==> src/rtl/pattern_scan_ctrl.sv <==
// Serial pattern scanner: counts occurrences of a configurable bit pattern within a window of stream bits.
// Define MATCH_OVERLAP_EN to count overlapping matches; by default each match consumes its bits.
module pattern_scan_ctrl #(
    parameter int MAX_LEN = 8,
    parameter int CNT_W   = 8,
    parameter int WIN_W   = 16
) (
    input  logic                           clk,
    input  logic                           rst,
    input  logic                           start,
    input  logic                           abort,
    input  logic [MAX_LEN-1:0]             pat,
    input  logic [$clog2(MAX_LEN+1)-1:0]   pat_len,
    input  logic [WIN_W-1:0]               win_len,
    input  logic                           data_valid,
    input  logic                           data_in,
    output logic                           busy,
    output logic                           match,
    output logic [CNT_W-1:0]               match_cnt,
    output logic                           done,
    output logic                           err
);

    localparam int PL_W = $clog2(MAX_LEN+1);
    localparam logic [PL_W-1:0] MAX_LEN_PL = PL_W'(MAX_LEN);

    typedef enum logic [1:0] {IDLE, SCAN, DONE} state_e;

    state_e               state_q, state_d;
    logic [MAX_LEN-1:0]   pat_q, pat_d;
    logic [PL_W-1:0]      patLen_q, patLen_d;
    logic [WIN_W-1:0]     winLen_q, winLen_d;
    logic [MAX_LEN-1:0]   history_q, history_d;
    logic [PL_W-1:0]      bitsSeen_q, bitsSeen_d;
    logic [WIN_W-1:0]     bitCnt_q, bitCnt_d;
    logic [CNT_W-1:0]     matchCnt_q, matchCnt_d;
    logic                 match_q, match_d;
    logic                 err_q, err_d;

    logic                 cfgValid;
    logic                 accept;
    logic                 hit;
    logic                 lastBit;
    logic [MAX_LEN-1:0]   candidate;
    logic [MAX_LEN-1:0]   lenMask;
    logic [PL_W:0]        seenPlus;
    logic [PL_W-1:0]      seenSat;

    assign cfgValid = (pat_len != '0) && (pat_len <= MAX_LEN_PL) && (win_len != '0);
    // An abort discards whatever bit arrives in the same cycle.
    assign accept   = (state_q == SCAN) && data_valid && !abort;
    assign lastBit  = (bitCnt_q + WIN_W'(1)) == winLen_q;

    always_comb begin
        lenMask = '0;
        for (int i = 0; i < MAX_LEN; i++) begin
            lenMask[i] = PL_W'(i) < patLen_q;
        end
        candidate = MAX_LEN'({history_q, data_in});
        seenPlus  = {1'b0, bitsSeen_q} + (PL_W+1)'(1);
        seenSat   = (bitsSeen_q == MAX_LEN_PL) ? bitsSeen_q : bitsSeen_q + PL_W'(1);
        hit       = accept && (seenPlus >= {1'b0, patLen_q}) &&
                    (((candidate ^ pat_q) & lenMask) == '0);
    end

    always_ff @(posedge clk) begin
        if (rst) begin
            state_q <= IDLE;
        end else begin
            state_q <= state_d;
        end
    end

    always_comb begin
        state_d = state_q;
        case (state_q)
            IDLE:    if (start && cfgValid) state_d = SCAN;
            SCAN: begin
                if (abort) begin
                    state_d = IDLE;
                end else if (data_valid && lastBit) begin
                    state_d = DONE;
                end
            end
            DONE:    state_d = IDLE;
            default: state_d = IDLE;
        endcase
    end

    always_comb begin
        busy      = (state_q == SCAN);
        done      = (state_q == DONE);
        match     = match_q;
        err       = err_q;
        match_cnt = matchCnt_q;
    end

    always_comb begin
        pat_d      = pat_q;
        patLen_d   = patLen_q;
        winLen_d   = winLen_q;
        history_d  = history_q;
        bitsSeen_d = bitsSeen_q;
        bitCnt_d   = bitCnt_q;
        matchCnt_d = matchCnt_q;
        match_d    = 1'b0;
        err_d      = 1'b0;
        case (state_q)
            IDLE: begin
                if (start) begin
                    if (cfgValid) begin
                        pat_d      = pat;
                        patLen_d   = pat_len;
                        winLen_d   = win_len;
                        history_d  = '0;
                        bitsSeen_d = '0;
                        bitCnt_d   = '0;
                        matchCnt_d = '0;
                    end else begin
                        err_d = 1'b1;
                    end
                end
            end
            SCAN: begin
                if (accept) begin
                    bitCnt_d   = bitCnt_q + WIN_W'(1);
                    history_d  = candidate;
                    bitsSeen_d = seenSat;
                    if (hit) begin
                        match_d = 1'b1;
                        if (matchCnt_q != '1) matchCnt_d = matchCnt_q + CNT_W'(1);
`ifdef MATCH_OVERLAP_EN
                        history_d  = candidate;
                        bitsSeen_d = seenSat;
`else
                        history_d  = '0;
                        bitsSeen_d = '0;
`endif
                    end
                end
            end
            default: ;
        endcase
    end

    always_ff @(posedge clk) begin
        if (rst) begin
            pat_q      <= '0;
            patLen_q   <= '0;
            winLen_q   <= '0;
            history_q  <= '0;
            bitsSeen_q <= '0;
            bitCnt_q   <= '0;
            matchCnt_q <= '0;
            match_q    <= 1'b0;
            err_q      <= 1'b0;
        end else begin
            pat_q      <= pat_d;
            patLen_q   <= patLen_d;
            winLen_q   <= winLen_d;
            history_q  <= history_d;
            bitsSeen_q <= bitsSeen_d;
            bitCnt_q   <= bitCnt_d;
            matchCnt_q <= matchCnt_d;
            match_q    <= match_d;
            err_q      <= err_d;
        end
    end

endmodule

==> config.mk <==
export PLATFORM = sky130hd
export DESIGN_NAME = pattern_scan_ctrl
export DESIGN_NICKNAME = d
export VERILOG_FILES = /design/src/rtl/pattern_scan_ctrl.sv
export SDC_FILE = /design/constraint.sdc
export NUM_CORES = 1
export LEC_CHECK = 0
export CORE_ASPECT_RATIO = 0.6
export CORE_MARGIN = 5
export CORE_UTILIZATION = 46
export CTS_CLUSTER_SIZE = 12
export DETAILED_ROUTE_END_ITERATION = 7
export GPL_TIMING_DRIVEN = 0
export PLACE_DENSITY = 0.71
export SYNTH_ARGS = -nofsm -noshare
export SYNTH_HDL_FRONTEND = slang
export SYNTH_SLANG_ARGS = --single-unit
==> constraint.sdc <==
create_clock -name clk -period 2.55 [get_ports clk]
set_clock_uncertainty 0.2 [all_clocks]
set_input_delay 0.51 -clock clk [delete_from_list [all_inputs] [get_ports clk]]
set_output_delay 0.51 -clock clk [all_outputs]
set_load 0.01 [all_outputs]
==> results by group <==
Logic synthesis
  • Syn Inst Count: roughly 470
  • Compound-Gate Fraction of Synth Area: 0.192
  • Area leader, netlist: dfxtp_1
  • Top_reg_cell synth: dfxtp_1
  • Avg Cell Area, Syn: ~7.6 um2
  • Post-synth net total: 511
  • Synth async-reset ratio: 0
  • Ranking of synthesized cells by area: dfxtp_1, nand2_1, a21oi_1, xnor2_1, nand3_1
  • Syn. warnings: 0
  • Cell Area, Synth: 3550 um2
  • Xor/xnor cell area share of the yosys netlist: 0.0765
  • Sequential element share of the synthesized area: 0.378
  • Post-Synth Adder-Cell Area: 0.0282
  • Simple-Gate Fraction of Synth Area: 0.280
  • Largest family of logic cells by synthesized area: simple AND/OR/NAND/NOR gates
  • Post-synthesis mux area share: 0.00282
  • Cell variety after synth: 51
  • #FFs+latches synth: between 60 and 70
  • Share of the synthesized area in the top cell type: 0.378
  • EDFF count, synth: 0

Routing
  • WL/cell: around 18 um
  • Antenna Violating Nets Remaining: 0
  • TritonRoute pass-1 iters: 5
  • Drt total wl: roughly 11 mm
  • DRC viols: 0
  • Detailed-route via count: roughly 3800
  • DR vias/cell: between 5 and 6
  • DRT iter0 DRCs: 560

Pwr
  • Fraction of power spent switching nets: 0.261
  • Total power: 2.71 mW
  • P_sw: 0.708 mW
  • Combinational Power Share: 0.142
  • Fraction of power consumed by sequential logic: 0.408
  • Clk pwr share: 0.450
  • Pwr Density: about 560 nW/um2
  • P_int: about 2 mW
  • Static Leak: 1.68 nW
  • Peak supply drop: 0.393 mV

Global route
  • Grt ovf: 0
  • Antenna violations before repair: 0
  • First-pass GRT wire length: approximately 18 mm
  • Vias in the first global route: between 3000 and 4000
  • Pin count of the biggest net entering global routing: 11
  • Total GRT Usage: 0.236

Setup path
  • Critical Path AT: about 1.8 ns
  • CP startpoint kind: flop
  • Critical Path RT: between 1.5 and 2 ns
  • Flop-to-flop setup slack: about 0.030 ns
  • Setup CP Type: reg2out
  • CP max FO: 9
  • CP endpoint kind: output pin

Floorplanning
  • Die width: around 120 um
  • I/O pins: between 40 and 50
  • Die height: 78.1 um
  • CORE AREA: 7390 um2
  • DIE AREA: approximately 9600 um2
  • Cell row count: 24
  • Initial Utilization: 0.481

Worst hold path
  • Hold crit path type: reg2reg

Run
  • MaxCap Viol Count: 0

STA
  • Setup_tns: 0 ns
  • Final period utilization: 0.993
  • Slew Limit Fails: 0
  • Final setup vio count: 0
  • Max_slew headroom: 0.600
  • Fmax: between 300 and 400 MHz
  • Worst-Margin Slew: 0.601 ns
  • Crit path time final: 2.53 ns
  • Fin Hold WS: between 0.2 and 0.3 ns
  • RSZ-0062 raised after global routing: yes
  • Final Hold Fails: 0
  • Setup ws final: between 0.015 and 0.02 ns

Clock network
  • Clock Latency Late Sink: ~0.34 ns
  • CTS root buffer: clkbuf_16
  • CTS tree: done
  • Clock sinks: 67
  • Htree depth: 3
  • Hold-fix buffers, CTS: 0
  • Clk pin slew, worst setup/hold paths: 0.05 ns
  • Cts bufs inserted: 9
  • Clock Path Buffers: 2

Layout
  • Final Util: 0.652
  • Layout area overhead: 35.6%
  • Final instance area: just under 5000 um2
  • Fin cells: 640
  • N_diodes: 0
  • Fraction of layout instances using a drive strength above 1: 0.149
  • Fin nets: around 570

Placed design
  • Placed Area: 4120 um2
  • Worst slack, placed: -1.15 ns
  • Placed insts: 617
  • Final HPWL DP: 7.63 mm
  • # port buffers: 44
  • Routability-driven placement congestion ratio: a little over 0.9

Outcome
  • Outcome: finished clean
==> logic make-up after synthesis <==
family | after synthesis
xor+xnor | 31
flops | 67
buf+inv | 38
compound gates | 116
fa+ha+maj | 8
simple gates | 208
mux | 1
==> final timing paths <==
path | from | cells past startpoint | endpoint
worst max register to register | patLen_q[1]$_SDFFE_PP0P_ | 7 | match_cnt[5]$_SDFFE_PP0P_
worst min-delay path | winLen_q[2]$_SDFFE_PP0P_ | 2 | winLen_q[2]$_SDFFE_PP0P_
worst min register to register | winLen_q[2]$_SDFFE_PP0P_ | 2 | winLen_q[2]$_SDFFE_PP0P_
worst max-delay path | state_q[1]$_SDFFE_PP0P_ | 3 | busy
==> power by group through the flow <==
stage	logic (mW)	registers [mW]	clock network, mW
global placement	0.307	1.13	0
finish	0.386	1.11	1.22
CTS	0.358	1.11	1.23
floorplan	0.183	1.12	0
global route	0.417	1.11	1.29
detailed placement	0.315	1.13	0
==> cell usage after synthesis (all sizes together), types with 2 or more instances <==
cell and instances:
nand2b 4, a211oi 2, or4 4, nand4 4
dfxtp 67, o41ai 2, xor2 12, nand3 26
a31oi 13, nor2 29, inv 8, a211o 3
nand3b 2, or3 3, a311oi 4, xnor2 19
nor4 8, ha 8, buf 5, a21oi 60
o31ai 4, and2 4, and3 2, nor3 15
clkbuf 24, nand2 92, and4 4, o21ai 19
or4b 4
==> layer usage <==
layer / share of wire / vias to the layer above / global-route usage
met5: 0 / - / 0
met4: 0.016 / 0 / 0.0851
met3: 0.091 / 19 / 0.0596
met2: 0.42 / 185 / 0.332
met1: 0.47 / 1790 / 0.346
li1: - / 1795 / -
==> area by class of cell <==
class | count | area (um2)
fill | 665 | 2570
multi-input combinational | 364 | 2310
sequential | 67 | 1360
timing repair buffer | 56 | 546
clock buffer | 15 | 288
buffer | 24 | 140
tap | 104 | 130
inverter | 9 | 33.8
clock inverter | 1 | 5.00
==> worst max-delay path: stages, from the launching register on <==
cell             delay (ns)
dfxtp_1                0.42
nand2b_1               0.19
clkinv_1               0.28
clkdlybuf4s50_1        0.58
==> state kept, by name, indices dropped and copies added (netlist names) <==
register and flops:
match 1, patLen_q 4, state_q 2, winLen_q 16, match_cnt 8, bitsSeen_q 4
bitCnt_q 16, err 1, pat_q 8, history_q 7
==> what timing repair did <==
item,CTS,global route
gates resized for setup,44,49
gates cloned,1,0
pin swaps,23,16
hold endpoints to repair,0,0
endpoints found under the setup margin,60,50
buffers inserted,9,2
==> placed cells by master (no fill, tap or decap), types with 3 or more instances in the layout <==
master,count
ha_1,5
nand4_1,4
and4_1,4
dfxtp_1,61
a21oi_2,3
nor2_1,27
buf_6,5
o21ai_0,14
inv_1,8
and2_1,4
a31oi_1,12
o21ai_1,3
dlymetal6s2s_1,3
dfxtp_4,4
xnor2_1,18
clkbuf_1,15
nand3_1,24
nor3_1,12
or3_1,3
o31ai_4,3
nor4_1,3
nor4_4,3
clkdlybuf4s50_1,41
buf_2,3
a21oi_1,57
clkbuf_16,9
or4b_1,3
nand2_1,92
buf_4,13
a311oi_1,3
clkbuf_8,4
xor2_1,12
nand2b_1,4
or4_1,3
Note: power is estimated with default switching activity, not from simulation.
==> edit 1 (config.mk and constraints unchanged) <==
Reset style: asynchronous (`rst`), changed in 2 clocked blocks.
--- a/src/rtl/pattern_scan_ctrl.sv
+++ b/src/rtl/pattern_scan_ctrl.sv
@@ -65,3 +65,3 @@
 
-    always_ff @(posedge clk) begin
+    always_ff @(posedge clk or posedge rst) begin
         if (rst) begin
@@ -145,3 +145,3 @@
 
-    always_ff @(posedge clk) begin
+    always_ff @(posedge clk or posedge rst) begin
         if (rst) begin
Behaviour: differs if rst is asserted again (counterexample within 4 cycles, from zero or initial values and one cycle with rst high); with rst held inactive, the same outputs for 4 cycles.
==> edit 1 against the original RTL <==
  * The run now ends with setup timing left
  * Cell count is 3.6% lower
  * Worst setup slack worse by 0.050 ns
  * Via count is 4.3% lower
  * Critical path type is now reg -> reg
  * Wire length shrank 1.4%
  * Sequential cell count did not move
  * Area after synthesis is 7.2% higher
  * Design area up 6.4%
Power is not compared: it rests on default switching activity, and its combinational part moved more than twofold at a synthesized area within 25%.
==> edit 1: results (changes against the original RTL) <==
The proportion of synthesized chip area in sequential cells was 0.440 (was 0.378); the share of flip-flops with an asynchronous set or reset was 1.00 (was 0). Total setup violations reported at the end of the flow: 3 (was 0). The logs give 2.61 ns (was 1.82 ns) for the data arrival time of the critical path and -0.0574 ns (was 0 ns) for the setup total negative slack. For the headroom to the max-slew limit, the log shows 0.444 (was 0.600). The unique cell type count in the Yosys netlist was 61 (was 51); the final worst setup slack was -0.0336 ns (was 0.0166 ns). The source of the worst hold timing path was win_len[4] (was winLen_q[2]). The endpoint of the most critical register-to-register path is state_q[0] (was match_cnt[5]).

The tools report the end of the worst hold path as winLen_q[4] (was winLen_q[2]). The half-perimeter wire length after detailed placement is 7460 µm (was 7630 µm). Worst hold-check path type: in -> reg (was reg -> reg).

The count of cells along the worst register-to-register path works out to 6 (was 7). Commonest cells in the netlist: sky130_fd_sc_hd__nand2_1, sky130_fd_sc_hd__dfrtp_1, sky130_fd_sc_hd__o21ai_0 (was sky130_fd_sc_hd__nand2_1, sky130_fd_sc_hd__dfxtp_1, sky130_fd_sc_hd__a21oi_1). For the final layout net count, the log shows 547 (was 573). The fraction of layout instances using a drive strength above 1 is 0.200 (was 0.149), and the top fanout value on the critical path is 8 (was 9). The checks that failed: setup timing.

The worst hold path stage count was 3 (was 2); the post-detailed-route wirelength per cell was 17.9 µm (was 17.5 µm). Number of I/O port buffers: 45 (was 44). The number of nets in the synthesized netlist came out at 472 (was 511).

The run gives 17,800 µm (was 17,600 µm) as the first-pass GRT wire length. The launch point of the worst reg-to-reg path is bitCnt_q[4] (was patLen_q[1]). Most area-consuming cells after synthesis: sky130_fd_sc_hd__dfrtp_1, sky130_fd_sc_hd__nand2_1, sky130_fd_sc_hd__o21ai_0 (was sky130_fd_sc_hd__dfxtp_1, sky130_fd_sc_hd__nand2_1, sky130_fd_sc_hd__a21oi_1).

The run gives 357 (was 560) as the number of violations reported at the end of detailed-routing iteration 0. The aggregate global-route resource usage was 0.224 (was 0.236). The flow ran to the end, but the final reports show violations.
==> edit 1: layer usage <==
| metal | wire, µm | share of wire | track usage |
|---|---|---|---|
| met1 | 5210 | 0.47 | 0.323 |
| met2 | 4670 | 0.42 | 0.312 |
| met3 | 994 | 0.090 | 0.0731 |
| met4 | 199 | 0.018 | 0.0728 |
| met5 | 0 | 0 | 0 |
==> edit 1: power groups by stage <==
stage	Combinational [mW]	Clock, mW	Sequential (mW)
6_report	1.11	1.18	1.40
5_1_grt	1.20	1.24	1.42
4_1_cts	1.01	1.20	1.39
3_5_place_dp	0.858	0	1.42
3_3_place_gp	0.834	0	1.41
2_1_floorplan	0.624	0	1.37
==> edit 1: cells by family (layout without fill, tap and decap cells) <==
logic type,after synthesis,in the layout,synth area share
simple gates,192,192,0.250
flops,67,67,0.441
mux,3,3,0.00855
fa+ha+maj,8,8,0.0263
xor+xnor,31,31,0.0713
compound gates,96,96,0.167
buf+inv,33,112,0.0365
==> edit 1: worst max-delay path by stage <==
stage                     slack, ns            end          start
after detailed placement      -0.85  bitsSeen_q[1]     data_valid
after global routing          -0.13   match_cnt[4]  bitsSeen_q[0]
after global placement        -1.05       pat_q[3]            rst
after CTS                    -0.009   match_cnt[4]    patLen_q[0]
after floorplan                0.03   match_cnt[3]     pat_len[0]
final                         -0.03     state_q[0]    bitCnt_q[4]
==> edit 1: timing repair <==
item | 4_1_cts | 5_1_grt
setup endpoints to repair | 57 | 40
resized for setup | 56 | 30
setup buffers | 18 | 3
pin swaps | 24 | 13
==> edit 1: tightest hold or removal path, delay by kind of cell <==
kind	cells	cell delay, ns
simple gates	2	0.11
buf+inv	1	0.16
==> edit 1: final cells by class <==
| type | count | area (µm²) |
|---|---|---|
| Fill cell | 666 | 2850 |
| Clock inverter | 2 | 10.0 |
| Inverter | 9 | 36.3 |
| Sequential cell | 67 | 1690 |
| Multi-Input combinational cell | 330 | 2240 |
| Buffer | 22 | 136 |
| Tap cell | 108 | 135 |
| Timing Repair Buffer | 66 | 611 |
| Clock buffer | 13 | 270 |
==> edit 1: metrics by stage <==
stage / instances / hold slack, ns / area [µm²] / total power [mW] / worst slack [ns]
CTS: 615 / 0.301 / 4990 / 3.59 / -0.00904
global route: 617 / 0.284 / 5120 / 3.87 / -0.128
detailed placement: 583 / 0.287 / 4400 / 2.28 / -0.854
floorplan: 430 / 0.265 / 3810 / 1.99 / 0.0280
global placement: 583 / 0.284 / 4400 / 2.25 / -1.05
finish: 617 / 0.277 / 5120 / 3.69 / -0.0336
==> edit 2 (same flow settings) <==
Without the edit above. The option `MATCH_OVERLAP_EN` is turned on by a define.
--- a/src/rtl/pattern_scan_ctrl.sv
+++ b/src/rtl/pattern_scan_ctrl.sv
@@ -2,2 +2,4 @@
 // Define MATCH_OVERLAP_EN to count overlapping matches; by default each match consumes its bits.
+`define MATCH_OVERLAP_EN
+
 module pattern_scan_ctrl #(
Formal check against the unedited RTL: not equivalent (a bounded check fails within 10 cycles, from zero or initial values and one cycle with rst high).
==> edit 2 against the original RTL <==
  * Count of clock-buffer cells in the layout down 6
  * Maximum frequency up 0.73%
  * Clock power up 17%
  * Sequential share of layout area down 0.22 points
  * Wire length down 14%
  * Worst setup slack better by 0.018 ns
  * Critical path depth up 3
  * Sequential cell count unchanged
  * Total power up 8.6%
  * Design area up 1.2%
  * Area after synthesis down 0.53%
  * Synthesized cell count down 14%
  * Die area down 0.47%
  * Largest cell class unchanged
  * Highest routed layer unchanged
==> edit 2: results (changes against the original RTL) <==
The aggregate global-route resource usage is 0.204 (was 0.236), and the half-perimeter wire length after detailed placement is 6880 µm (was 7630 µm). The data arrival time of the critical path is 2.58 ns (was 1.82 ns), and the unique cell type count in the Yosys netlist is 48 (was 51). The pin count of the biggest net entering global routing came out at 13 (was 11).

For the headroom to the max-slew limit, the log shows 0.585 (was 0.600). The placed cell area came out at 0.00411 mm² (was 0.00412 mm²). The fraction of area in registers is 0.280 (was 0.282). Commonest cells in the netlist: sky130_fd_sc_hd__dfxtp_1, sky130_fd_sc_hd__nor2_1, sky130_fd_sc_hd__mux2i_1 (was sky130_fd_sc_hd__nand2_1, sky130_fd_sc_hd__dfxtp_1, sky130_fd_sc_hd__a21oi_1). The number of logic inverters in the finished layout came out at 8 (was 9). The count of cells resized by post-cts repair is 36 (was 44), and the clock transition at the register clock pins on the worst setup and hold paths after CTS is 0.06 ns. The non-clock buffer count in the final layout is 79 (was 80), and the via density per instance is 5.58 (was 5.92). The slack of the worst reg-to-reg path is 0.03 ns. The final worst-path cycle share was 0.986 (was 0.993); the number of nets in the synthesized netlist was 444 (was 511).

The final layout net count is 510 (was 573), and the largest stage delay on the critical path is 0.54 ns (was 0.58 ns). For the proportion of synthesized chip area in sequential cells, the log shows 0.380 (was 0.378). For the multi-input combinational cell count, the log shows 303 (was 364). The tools report the leakage power as 1.92 nW (was 1.68 nW). The slowest cell on the critical path is sky130_fd_sc_hd__or4b_4 (was sky130_fd_sc_hd__clkdlybuf4s50_1). The number of I/O port buffers works out to 45 (was 44). The global placer's final weighted congestion was 0.913 (was 0.916); the top fanout value on the critical path was 7 (was 9). The number of cells after detailed placement is 551 (was 617).

The internal cell power is 2.23 mW (was 2.00 mW), and the number of filler instances in the final layout is 595 (was 665). The area taken by multi-input logic gates is 0.00229 mm² (was 0.00231 mm²), and the first-pass GRT wire length is 15,200 µm (was 17,600 µm). Final standard cell utilization of the core: 0.662 (was 0.652). For the post-placement worst setup slack, the log shows -1.35 ns (was -1.15 ns).

The worst hold-check slack was 0.296 ns (was 0.267 ns); the non-clock buffering overhead in the final layout was 0.147 (was 0.142). The number of violations reported at the end of detailed-routing iteration 0 came out at 296 (was 560). The clock-cell share of area was 0.0701 (was 0.0608). The run gives 3,222 (was 3,789) as the total number of vias.

The run finished with clean final reports. For the number of global-route vias before repair, the log shows 2,975 (was 3,494). The fraction of layout instances using a drive strength above 1 works out to 0.180 (was 0.149).
-- edit 2: cells by family (layout without fill, tap and decap cells) --
| group | count (synthesis) | in the layout | share of synthesized area |
|---|---|---|---|
| compound gates | 57 | 57 | 0.109 |
| xor+xnor | 45 | 45 | 0.112 |
| fa+ha+maj | 8 | 8 | 0.0283 |
| buf+inv | 32 | 103 | 0.0379 |
| flops | 67 | 67 | 0.380 |
| mux | 39 | 39 | 0.111 |
| simple gates | 154 | 154 | 0.223 |
-- edit 2: per-layer routing --
| metal | track usage | routed length (µm) | vias up |
|---|---|---|---|
| met5 | 0 | 0 | - |
| met4 | 0.0530 | 96 | 0 |
| met3 | 0.0676 | 835 | 10 |
| met2 | 0.274 | 3900 | 135 |
| met1 | 0.306 | 4830 | 1520 |
| li1 | - | - | 1557 |
-- edit 2: final timing paths --
path                                    from           end  depth (start not counted)
worst max-delay path             patLen_q[1]  match_cnt[3]                          6
worst min-delay path            match_cnt[5]  match_cnt[5]                          2
worst max register to register   patLen_q[1]  match_cnt[3]                          6
worst min register to register  match_cnt[5]  match_cnt[5]                          2
-- edit 2: power groups by stage --
stage / Combinational, mW / Clock, mW / Sequential [mW]
3_3_place_gp: 0.318 / 0 / 1.13
6_report: 0.398 / 1.43 / 1.12
4_1_cts: 0.364 / 1.45 / 1.12
2_1_floorplan: 0.206 / 0 / 1.13
3_5_place_dp: 0.327 / 0 / 1.14
5_1_grt: 0.427 / 1.49 / 1.12
-- edit 2: worst max-delay path: cells and delay by family, from the launching register on --
| kind | cells | cell delay, ns |
|---|---|---|
| and+or+nand+nor | 2 | 1.06 |
| AOI/OAI and AO/OA | 4 | 0.82 |
| DFF | 1 | 0.36 |
